### src/rtl/mc_control_unit_pkg.sv
// ---------------------------------------------------------------------------
// mc_control_unit_pkg
// Shared definitions for the multi-cycle control unit:
//   - state_e   : FSM state encoding (FETCH..WB, codes 0..4)
//   - OP_*      : supported opcode values (6-bit, zero-extended by users)
//   - ALU_*     : ALU operation class codes (2-bit, width-cast by users)
// ---------------------------------------------------------------------------
package mc_control_unit_pkg;

  typedef enum logic [2:0] {
    S_FETCH  = 3'd0,
    S_DECODE = 3'd1,
    S_EXEC   = 3'd2,
    S_MEM    = 3'd3,
    S_WB     = 3'd4
  } state_e;

  localparam logic [5:0] OP_RTYPE = 6'b000000;
  localparam logic [5:0] OP_LW    = 6'b100011;
  localparam logic [5:0] OP_SW    = 6'b101011;
  localparam logic [5:0] OP_BEQ   = 6'b000100;
  localparam logic [5:0] OP_J     = 6'b000010;

  localparam logic [1:0] ALU_RTYPE  = 2'b00;  // function field selects the op
  localparam logic [1:0] ALU_BRANCH = 2'b01;  // compare for beq
  localparam logic [1:0] ALU_MEM    = 2'b11;  // address generation

endpackage

### src/rtl/mc_wait_timer.sv
// ---------------------------------------------------------------------------
// mc_wait_timer
// Counts consecutive wait cycles while the FSM sits in a memory-access state
// (FETCH or MEM) and the memory has not answered. The count is held at zero
// outside those states, so it is always zero on entry to either of them.
// When a further wait cycle would push the count past WAIT_MAX, expire_o
// pulses for that cycle and the count restarts from zero.
//
// Ports:
//   clk         in   clock, rising edge
//   rst_n       in   asynchronous active-low reset
//   active_i    in   FSM is in FETCH or MEM
//   mem_ready_i in   memory completes the access this cycle
//   expire_o    out  wait overrun this cycle (combinational)
// ---------------------------------------------------------------------------
module mc_wait_timer #(
  parameter int WAIT_MAX = 15
) (
  input  logic clk,
  input  logic rst_n,
  input  logic active_i,
  input  logic mem_ready_i,
  output logic expire_o
);

  localparam int CNT_W = (WAIT_MAX < 1) ? 1 : $clog2(WAIT_MAX + 1);

  logic [CNT_W-1:0] cnt_q;
  logic [CNT_W-1:0] cnt_d;
  logic             waiting;

  assign waiting  = active_i && !mem_ready_i;
  // Count already at the limit and another wait cycle arrives: overrun.
  assign expire_o = waiting && (cnt_q == CNT_W'(WAIT_MAX));

  always_comb begin
    cnt_d = '0;
    if (waiting && !expire_o) begin
      cnt_d = cnt_q + CNT_W'(1);
    end
  end

  always_ff @(posedge clk or negedge rst_n) begin
    if (!rst_n) begin
      cnt_q <= '0;
    end else begin
      cnt_q <= cnt_d;
    end
  end

endmodule

### src/rtl/mc_control_unit.sv
// ---------------------------------------------------------------------------
// mc_control_unit
// Moore-style multi-cycle control FSM (FETCH, DECODE, EXEC, MEM, WB) for a
// small MIPS-like datapath. Supports R-type, lw, sw, beq; with the build
// macro MC_JUMP_EN defined, opcode 000010 (j) is also legal and completes in
// EXEC. Without MC_JUMP_EN the jump output is constant 0 and 000010 is
// reported as illegal.
//
// Datapath controls decode from the current state and the captured opcode
// register. The only same-cycle input dependencies are the memory handshake
// (ir_write/pc_write on FETCH completion) and the wait-overrun handling,
// which drops mem_read/mem_write in the overrun cycle.
//
// Ports:
//   clk, rst_n        clock, asynchronous active-low reset
//   opcode            instruction opcode, sampled in DECODE
//   mem_ready         memory completes the current access (FETCH/MEM only)
//   pc_write,ir_write PC update / instruction-register load
//   reg_dst, memto_reg, alu_src, branch, jump,
//   mem_read, mem_write, reg_write   datapath controls
//   alu_op            ALU operation class
//   state             current FSM state code
//   illegal_op        one-cycle pulse on an unsupported opcode (DECODE)
//   timeout           one-cycle pulse on a memory wait overrun
//   retired           completed-instruction count, wraps
// ---------------------------------------------------------------------------
module mc_control_unit
  import mc_control_unit_pkg::*;
#(
  parameter int OPCODE_W = 6,
  parameter int ALUOP_W  = 2,
  parameter int WAIT_MAX = 15,
  parameter int RET_W    = 16
) (
  input  logic                clk,
  input  logic                rst_n,
  input  logic [OPCODE_W-1:0] opcode,
  input  logic                mem_ready,
  output logic                pc_write,
  output logic                ir_write,
  output logic                reg_dst,
  output logic                memto_reg,
  output logic                alu_src,
  output logic                branch,
  output logic                jump,
  output logic                mem_read,
  output logic                mem_write,
  output logic                reg_write,
  output logic [ALUOP_W-1:0]  alu_op,
  output logic [2:0]          state,
  output logic                illegal_op,
  output logic                timeout,
  output logic [RET_W-1:0]    retired
);

  localparam logic [OPCODE_W-1:0] OPC_R   = OPCODE_W'(OP_RTYPE);
  localparam logic [OPCODE_W-1:0] OPC_LW  = OPCODE_W'(OP_LW);
  localparam logic [OPCODE_W-1:0] OPC_SW  = OPCODE_W'(OP_SW);
  localparam logic [OPCODE_W-1:0] OPC_BEQ = OPCODE_W'(OP_BEQ);
`ifdef MC_JUMP_EN
  localparam logic [OPCODE_W-1:0] OPC_J   = OPCODE_W'(OP_J);
`endif

  localparam logic [ALUOP_W-1:0] AOP_R   = ALUOP_W'(ALU_RTYPE);
  localparam logic [ALUOP_W-1:0] AOP_BR  = ALUOP_W'(ALU_BRANCH);
  localparam logic [ALUOP_W-1:0] AOP_MEM = ALUOP_W'(ALU_MEM);

  state_e              state_q;
  state_e              state_d;
  logic [OPCODE_W-1:0] opcode_q;
  logic [RET_W-1:0]    retired_q;
  logic                retire;
  logic                tmo;

  function automatic logic is_legal(input logic [OPCODE_W-1:0] op);
    logic ok;
    ok = (op == OPC_R) || (op == OPC_LW) || (op == OPC_SW) || (op == OPC_BEQ);
`ifdef MC_JUMP_EN
    ok = ok || (op == OPC_J);
`endif
    return ok;
  endfunction

  mc_wait_timer #(
    .WAIT_MAX (WAIT_MAX)
  ) u_wait_timer (
    .clk         (clk),
    .rst_n       (rst_n),
    .active_i    ((state_q == S_FETCH) || (state_q == S_MEM)),
    .mem_ready_i (mem_ready),
    .expire_o    (tmo)
  );

  // Next-state and control decode.
  always_comb begin
    state_d    = state_q;
    retire     = 1'b0;
    pc_write   = 1'b0;
    ir_write   = 1'b0;
    reg_dst    = 1'b0;
    memto_reg  = 1'b0;
    alu_src    = 1'b0;
    branch     = 1'b0;
    jump       = 1'b0;
    mem_read   = 1'b0;
    mem_write  = 1'b0;
    reg_write  = 1'b0;
    alu_op     = '0;
    illegal_op = 1'b0;

    unique case (state_q)
      S_FETCH: begin
        mem_read = !tmo;
        if (mem_ready) begin
          ir_write = 1'b1;
          pc_write = 1'b1;
          state_d  = S_DECODE;
        end
        // An overrun simply restarts FETCH; the timer clears itself.
      end

      S_DECODE: begin
        if (is_legal(opcode)) begin
          state_d = S_EXEC;
        end else begin
          illegal_op = 1'b1;
          state_d    = S_FETCH;
        end
      end

      S_EXEC: begin
        state_d = S_FETCH;
        if (opcode_q == OPC_R) begin
          reg_dst = 1'b1;
          alu_op  = AOP_R;
          state_d = S_WB;
        end else if ((opcode_q == OPC_LW) || (opcode_q == OPC_SW)) begin
          alu_op  = AOP_MEM;
          alu_src = 1'b1;
          state_d = S_MEM;
        end else if (opcode_q == OPC_BEQ) begin
          alu_op = AOP_BR;
          branch = 1'b1;
          retire = 1'b1;
        end
`ifdef MC_JUMP_EN
        else if (opcode_q == OPC_J) begin
          jump     = 1'b1;
          pc_write = 1'b1;
          retire   = 1'b1;
        end
`endif
      end

      S_MEM: begin
        // Address stays selected for the whole access, including waits.
        alu_src   = 1'b1;
        mem_read  = (opcode_q == OPC_LW) && !tmo;
        mem_write = (opcode_q == OPC_SW) && !tmo;
        if (mem_ready) begin
          if (opcode_q == OPC_LW) begin
            state_d = S_WB;
          end else begin
            retire  = 1'b1;
            state_d = S_FETCH;
          end
        end else if (tmo) begin
          state_d = S_FETCH;
        end
      end

      S_WB: begin
        reg_write = 1'b1;
        memto_reg = (opcode_q == OPC_LW);
        reg_dst   = (opcode_q == OPC_R);
        retire    = 1'b1;
        state_d   = S_FETCH;
      end

      default: begin
        state_d = S_FETCH;
      end
    endcase
  end

  always_ff @(posedge clk or negedge rst_n) begin
    if (!rst_n) begin
      state_q   <= S_FETCH;
      opcode_q  <= '0;
      retired_q <= '0;
    end else begin
      state_q <= state_d;
      if (state_q == S_DECODE) begin
        opcode_q <= opcode;
      end
      if (retire) begin
        retired_q <= retired_q + RET_W'(1);
      end
    end
  end

  assign state   = state_q;
  assign timeout = tmo;
  assign retired = retired_q;

endmodule

### config.mk
export PLATFORM = sky130hd
export DESIGN_NAME = mc_control_unit
export DESIGN_NICKNAME = d
export VERILOG_FILES = /design/src/rtl/mc_control_unit_pkg.sv /design/src/rtl/mc_wait_timer.sv /design/src/rtl/mc_control_unit.sv
export SDC_FILE = /design/constraint.sdc
export NUM_CORES = 1
export LEC_CHECK = 0
export BUFFER_PORTS_ARGS = -buffer_cell sky130_fd_sc_hd__buf_4
export CORE_MARGIN = 2
export CORE_UTILIZATION = 45
export CTS_BUF_LIST = sky130_fd_sc_hd__clkbuf_8
export CTS_CLUSTER_DIAMETER = 50
export DETAILED_ROUTE_END_ITERATION = 10
export PLACE_DENSITY = 0.7
export SYNTH_ARGS = -nofsm -noshare
export SYNTH_HDL_FRONTEND = slang
export SYNTH_SLANG_ARGS = --single-unit
### constraint.sdc
create_clock -name clk -period 3.1 [get_ports clk]
set_clock_uncertainty 0.2 [all_clocks]
set_input_delay 0.62 -clock clk [delete_from_list [all_inputs] [get_ports clk]]
set_output_delay 0.62 -clock clk [all_outputs]
set_load 0.02 [all_outputs]
**Word-level counts from Yosys, hierarchy flattened**

Index checks and enable logic that the tools add are counted.
Widths: inputs -> output; s select.

- Memories: 0
- Latch bits: 0
- Word-level logic and storage cells: 68
- Input bits: 9
- RAM bits: 0
- Register bits: 29
- Memory bits (read-only): 0

- $add $sub $neg: 2
- Shift-type cells: 0
- Magnitude comparators: 0
- Bitwise gates (word level): 0
- Divide/modulo/power cells: 0
- Multiplexer cells: 33
- Multiply operators: 0
- Equality and inequality tests: 13
- Reductions and logical operators: 16

Operators with widths:

| kind | number |
|---|---|
| $eq 6x6->1 const B | 4 |
| $mux 1 | 17 |
| $add 16x1->16 const B | 1 |
| $mux 3 | 5 |
| $eq 6x3->1 const B | 2 |
| $logic_not 6->1 | 2 |
| $pmux 3 s4 | 1 |
| $mux 2 | 5 |
| $eq 3x2->1 const B | 2 |
| $pmux 1 s2 | 3 |
| $logic_and 1x1->1 | 5 |
| $logic_or 1x1->1 | 5 |
| $add 4x1->4 const B | 1 |
| $eq 4x4->1 const B | 1 |
| $mux 4 | 1 |
| $eq 3x1->1 const B | 1 |
| $eq 3x3->1 const B | 1 |
| $logic_not 3->1 | 1 |
| $ne 3x2->1 const B | 1 |
| $pmux 1 s3 | 1 |
| $logic_not 1->1 | 2 |
| $ne 2x2->1 const B | 1 |
| $reduce_and 2->1 | 1 |

**Depth between registers and ports, before layout**

- Word-level depth: 7
- Mapped depth: 6
- Depth with buffers taken out: 6

**Modules after synthesis**

Synthesis repeated with hierarchy kept, for this count alone.

- Cell total of the unflattened synthesis: 157
- Area, all modules: 1719.1 um^2

By module, submodules not included:

| module | cells an instance | instances | seq. area each (um^2) | area an instance (um^2) |
|---|---|---|---|---|
| mc_control_unit | 140 | 1 | 625.6 | 1521.5 |
| mc_wait_timer | 17 | 1 | 100.1 | 197.7 |

**Worst setup path before layout**

Ideal clock, no wire load.

- Path kind: register -> output
- From: reg state_q[0] (netlist: state[0])
- To: out pc_write
- Arrival time: 1.879 ns
- Path buffers: 2
- Path slack: 0.401 ns
- Required time: 2.280 ns
- Stages on the path, launching flop included: 4
- Path through: dfrtp_1 clkbuf_1 nor4b_1 buf_4

- Longest elaborated chain between the ends: 2

RTL lines:

| element | RTL line | text |
|---|---|---|
| start, declared | mc_control_unit.sv:68 | `state_e state_q;` |
| start signal, assigned | mc_control_unit.sv:192 | `state_q <= state_d;` |
| $logic_not 3->1 | - |  |
| $mux 1 | - |  |
| end, declared | mc_control_unit.sv:39 | `output logic pc_write,` |

No other way between the ends.

**Worst setup path in the final report**

- From: reg state_q[2] (netlist: state[2])
- To: out alu_op[0]

- Longest elaborated chain between the ends: 2

RTL lines:

| element | RTL line | text |
|---|---|---|
| $eq 3x2->1 | mc_control_unit.sv:111 | `unique case (state_q)` |
| $mux 2 | mc_control_unit.sv:111 |  |
| end, declared | mc_control_unit.sv:49 | `output logic [ALUOP_W-1:0] alu_op,` |

No other way between the ends.

==> results.py <==
metrics = {
    "run_status": {
        "outcome": "completed",
    },
    "clock_network": {
        "root_buffer": "clkbuf_8",
        "h-tree-depth": 2,
        "cts_tree": "done",
        "ctsHoldBuffers": 0,
        "cts_made_buffers": 5,
        "clk_path_buf_depth": 2,
        "post_cts_resized": 0,
        "clk_pin_slew_ns": 0.06,
        "cts_sinks": 29,
        "clkLatencyLatePin_ns": 0.28,
        "cts_setup_buffers": 0,
    },
    "timing": {
        "setup-tns-final_ns": 0,
        "max_freq_mhz": 364,
        "relSlewSlack": 0.652,
        "hold_violations": 0,
        "hold_ws_ns": 0.0543,
        "fin_crit_sh": 0.886,
        "final-setup-viol-count": 0,
        "worstMarginPinSlew_ns": 0.522,
        "post-route-min-period_ns": 2.75,
        "rsz0062_at_grt": "false",
        "final_max_slew_viol_count": 0,
    },
    "grt": {
        "antenna_found_initial": 0,
        "grt_max_degree": 30,
        "gr-total-overflow": 0,
        "grt_first_pass_wirelength_um": 5360,
        "first_global_vias": 1196,
        "grtUsageTotal": 0.173,
    },
    "pwr": {
        "ir_drop_mv": 0.286,
        "power.leakage_nw": 0.982,
        "power.density_nw_per_um2": 423,
    },
    "logic_synthesis": {
        "yosys.area_share.xor_xnor": 0.102,
        "synth_top_family_by_area": "simple AND/OR/NAND/NOR gates",
        "synth_compound_area_frac": 0.0697,
        "synth_area_per_cell_um2": 10.3,
        "synth_area_um2": 1540,
        "synthDistinctLibCells": 40,
        "syn-num-nets": 161,
        "syn_inst": 150,
        "yosysWarnings": 0,
        "ys_seq_area_frac": 0.470,
        "yosys_register_bits": 29,
        "synthSimpleGateAreaFrac": 0.255,
        "muxShareOfSynthArea": 0.0511,
        "synth_fa_ha_area_frac": 0.0162,
    },
    "floorplanning": {
        "start_util": 0.466,
        "pin_count": 42,
        "die-area_um2": 3910,
        "die-height_um": 62.6,
        "die_w_um": 62.6,
        "core_area_um2": 3310,
        "row_count": 21,
    },
    "layout": {
        "syn_to_final_growth_pct": 26.8,
        "layout-drive-gt1-share": 0.332,
        "fin_area_um2": 1960,
        "num_antenna_cells": 0,
        "finalNetCount": 203,
    },
    "placed_design": {
        "port_buffers": 40,
        "placed_cell_area_um2": 1870,
        "gp_congestion": 0.772,
        "dp.final_hpwl_um": 2330,
    },
    "route": {
        "drt-initial-drc-count": 66,
        "via_per_inst": 5.13,
        "dr.pass1.iters": 4,
        "drtAntennaViolNets": 0,
        "drc_errors": 0,
        "routed_wl_um": 3060,
        "avgRoutedWirePerCell_um": 12.8,
        "vias": 1225,
    },
    "critical_path": {
        "setup.worst_path.end_class": "output pin",
        "critPathArrivalTime_ns": 1.93,
        "critPathLaunchType": "flop",
        "rr_worst_depth": 5,
        "r2r-end": "retired[11]",
        "cp.required_ns": 2.28,
        "reg2reg_from": "state[2]",
        "startpoint": "state[2]",
        "critPathMaxFanout": 12,
        "r2r_setup_slack_ns": 0.71,
        "endpoint": "alu_op[0]",
        "critical_path_class": "flop to output pin",
    },
    "flow_run": {
        "drv_cap": 0,
    },
    "worst_hold_path": {
        "hp-class": "input port to asynchronous set/reset pin",
    },
}
## state kept, by name, indices dropped and copies added, names as in the netlist
register / flops
opcode_q: 6
state: 3
retired: 16
u_wait_timer.cnt_q: 4
## cell type report
class,instances,area [um2]
Fill cell,316,1360
Multi-Input combinational cell,111,767
Sequential cell,29,726
Timing Repair Buffer,40,300
Clock buffer,5,68.8
Tap cell,46,57.6
Inverter,5,18.8
Clock inverter,3,17.5
## layout by cell type (no fill, tap or decap), types with 6 or more instances in the layout
master   synthesis  final
a21oi_1          6      6
buf_4            3     40
dfrtp_1         29     29
mux2_2           7      7
nand2_1          9      9
nand3_1          7      7
nor2_1          19     19
xor2_1          13     13
## where the power goes
group	leakage, nW	internal, mW	total, mW	switching (mW)
sequential	0.382	0.402	0.429	0.0275
clock	0.0439	0.154	0.294	0.140
combinational	0.556	0.0505	0.104	0.0537
## cells by family (layout without fill, tap and decap cells)
kind of cell    count (synthesis)  count (layout)
simple gates                   68              68
xor+xnor                       18              18
other cells                     1               1
fa+ha+maj                       2               2
buf+inv                        10              53
compound gates                 15              15
mux                             7               7
flops                          29              29
## per-stage QoR
step                      std cells  worst slack (ns)  total power, mW  utilization
after floorplan                 150             0.401            0.497            -
final                           239             0.353            0.828        0.591
after CTS                       239             0.350            0.841        0.591
after global placement          231             0.603            0.539        0.565
after detailed placement        231             0.603            0.542        0.565
after global routing            239             0.217            0.874        0.591
## critical path, cell delays in order (launching register included)
cell,delay (ns)
dfrtp_1,0.51
or4bb_1,0.63
nor3_1,0.23
or2_2,0.15
buf_4,0.13
## Yosys cell counts
master     number  area [um2]
a211oi_1        1        7.51
a21oi_1         6        30.0
a21oi_2         1        8.76
a32oi_1         1        8.76
and2_1          2        12.5
and3_1          3        18.8
and4b_1         1        10.0
buf_2           1        5.00
buf_4           3        22.5
clkbuf_1        1        3.75
conb_1          1        3.75
dfrtp_1        29         726
ha_1            2        25.0
inv_1           5        18.8
mux2_2          7        78.8
nand2_1         9        33.8
nand2b_1        2        12.5
nand3_1         7        35.0
nand3b_1        2        15.0
nand4_1         1        6.26
nand4_4         1        21.3
nand4b_1        2        17.5
nor2_1         19        71.3
nor2_4          1        11.3
nor2b_1         1        6.26
nor3_1          5        25.0
nor3_2          1        10.0
nor4_1          4        25.0
nor4b_1         1        8.76
o2111ai_1       1        8.76
o211ai_1        1        7.51
o21ai_0         3        15.0
o31ai_4         1        21.3
or2_2           2        12.5
or3b_4          1        11.3
or4_1           1        7.51
or4_4           1        11.3
or4bb_1         1        11.3
xnor2_1         5        43.8
xor2_1         13         114
## worst min path at each step
stage                                startpoint                     to  cells after the start
after floorplan                           rst_n            opcode_q[0]                      0
after global placement    u_wait_timer.cnt_q[0]  u_wait_timer.cnt_q[0]                      1
after detailed placement  u_wait_timer.cnt_q[0]  u_wait_timer.cnt_q[0]                      1
after CTS                                 rst_n            retired[15]                      1
after global routing                      rst_n               state[2]                      1
final                                     rst_n            retired[15]                      1
## per-layer routing
layer	global-route usage	wire [um]
met5	0	0
met4	0.0333	6
met3	0.0703	167
met2	0.301	1610
met1	0.203	1280
Power figures use the tool's default switching activity.
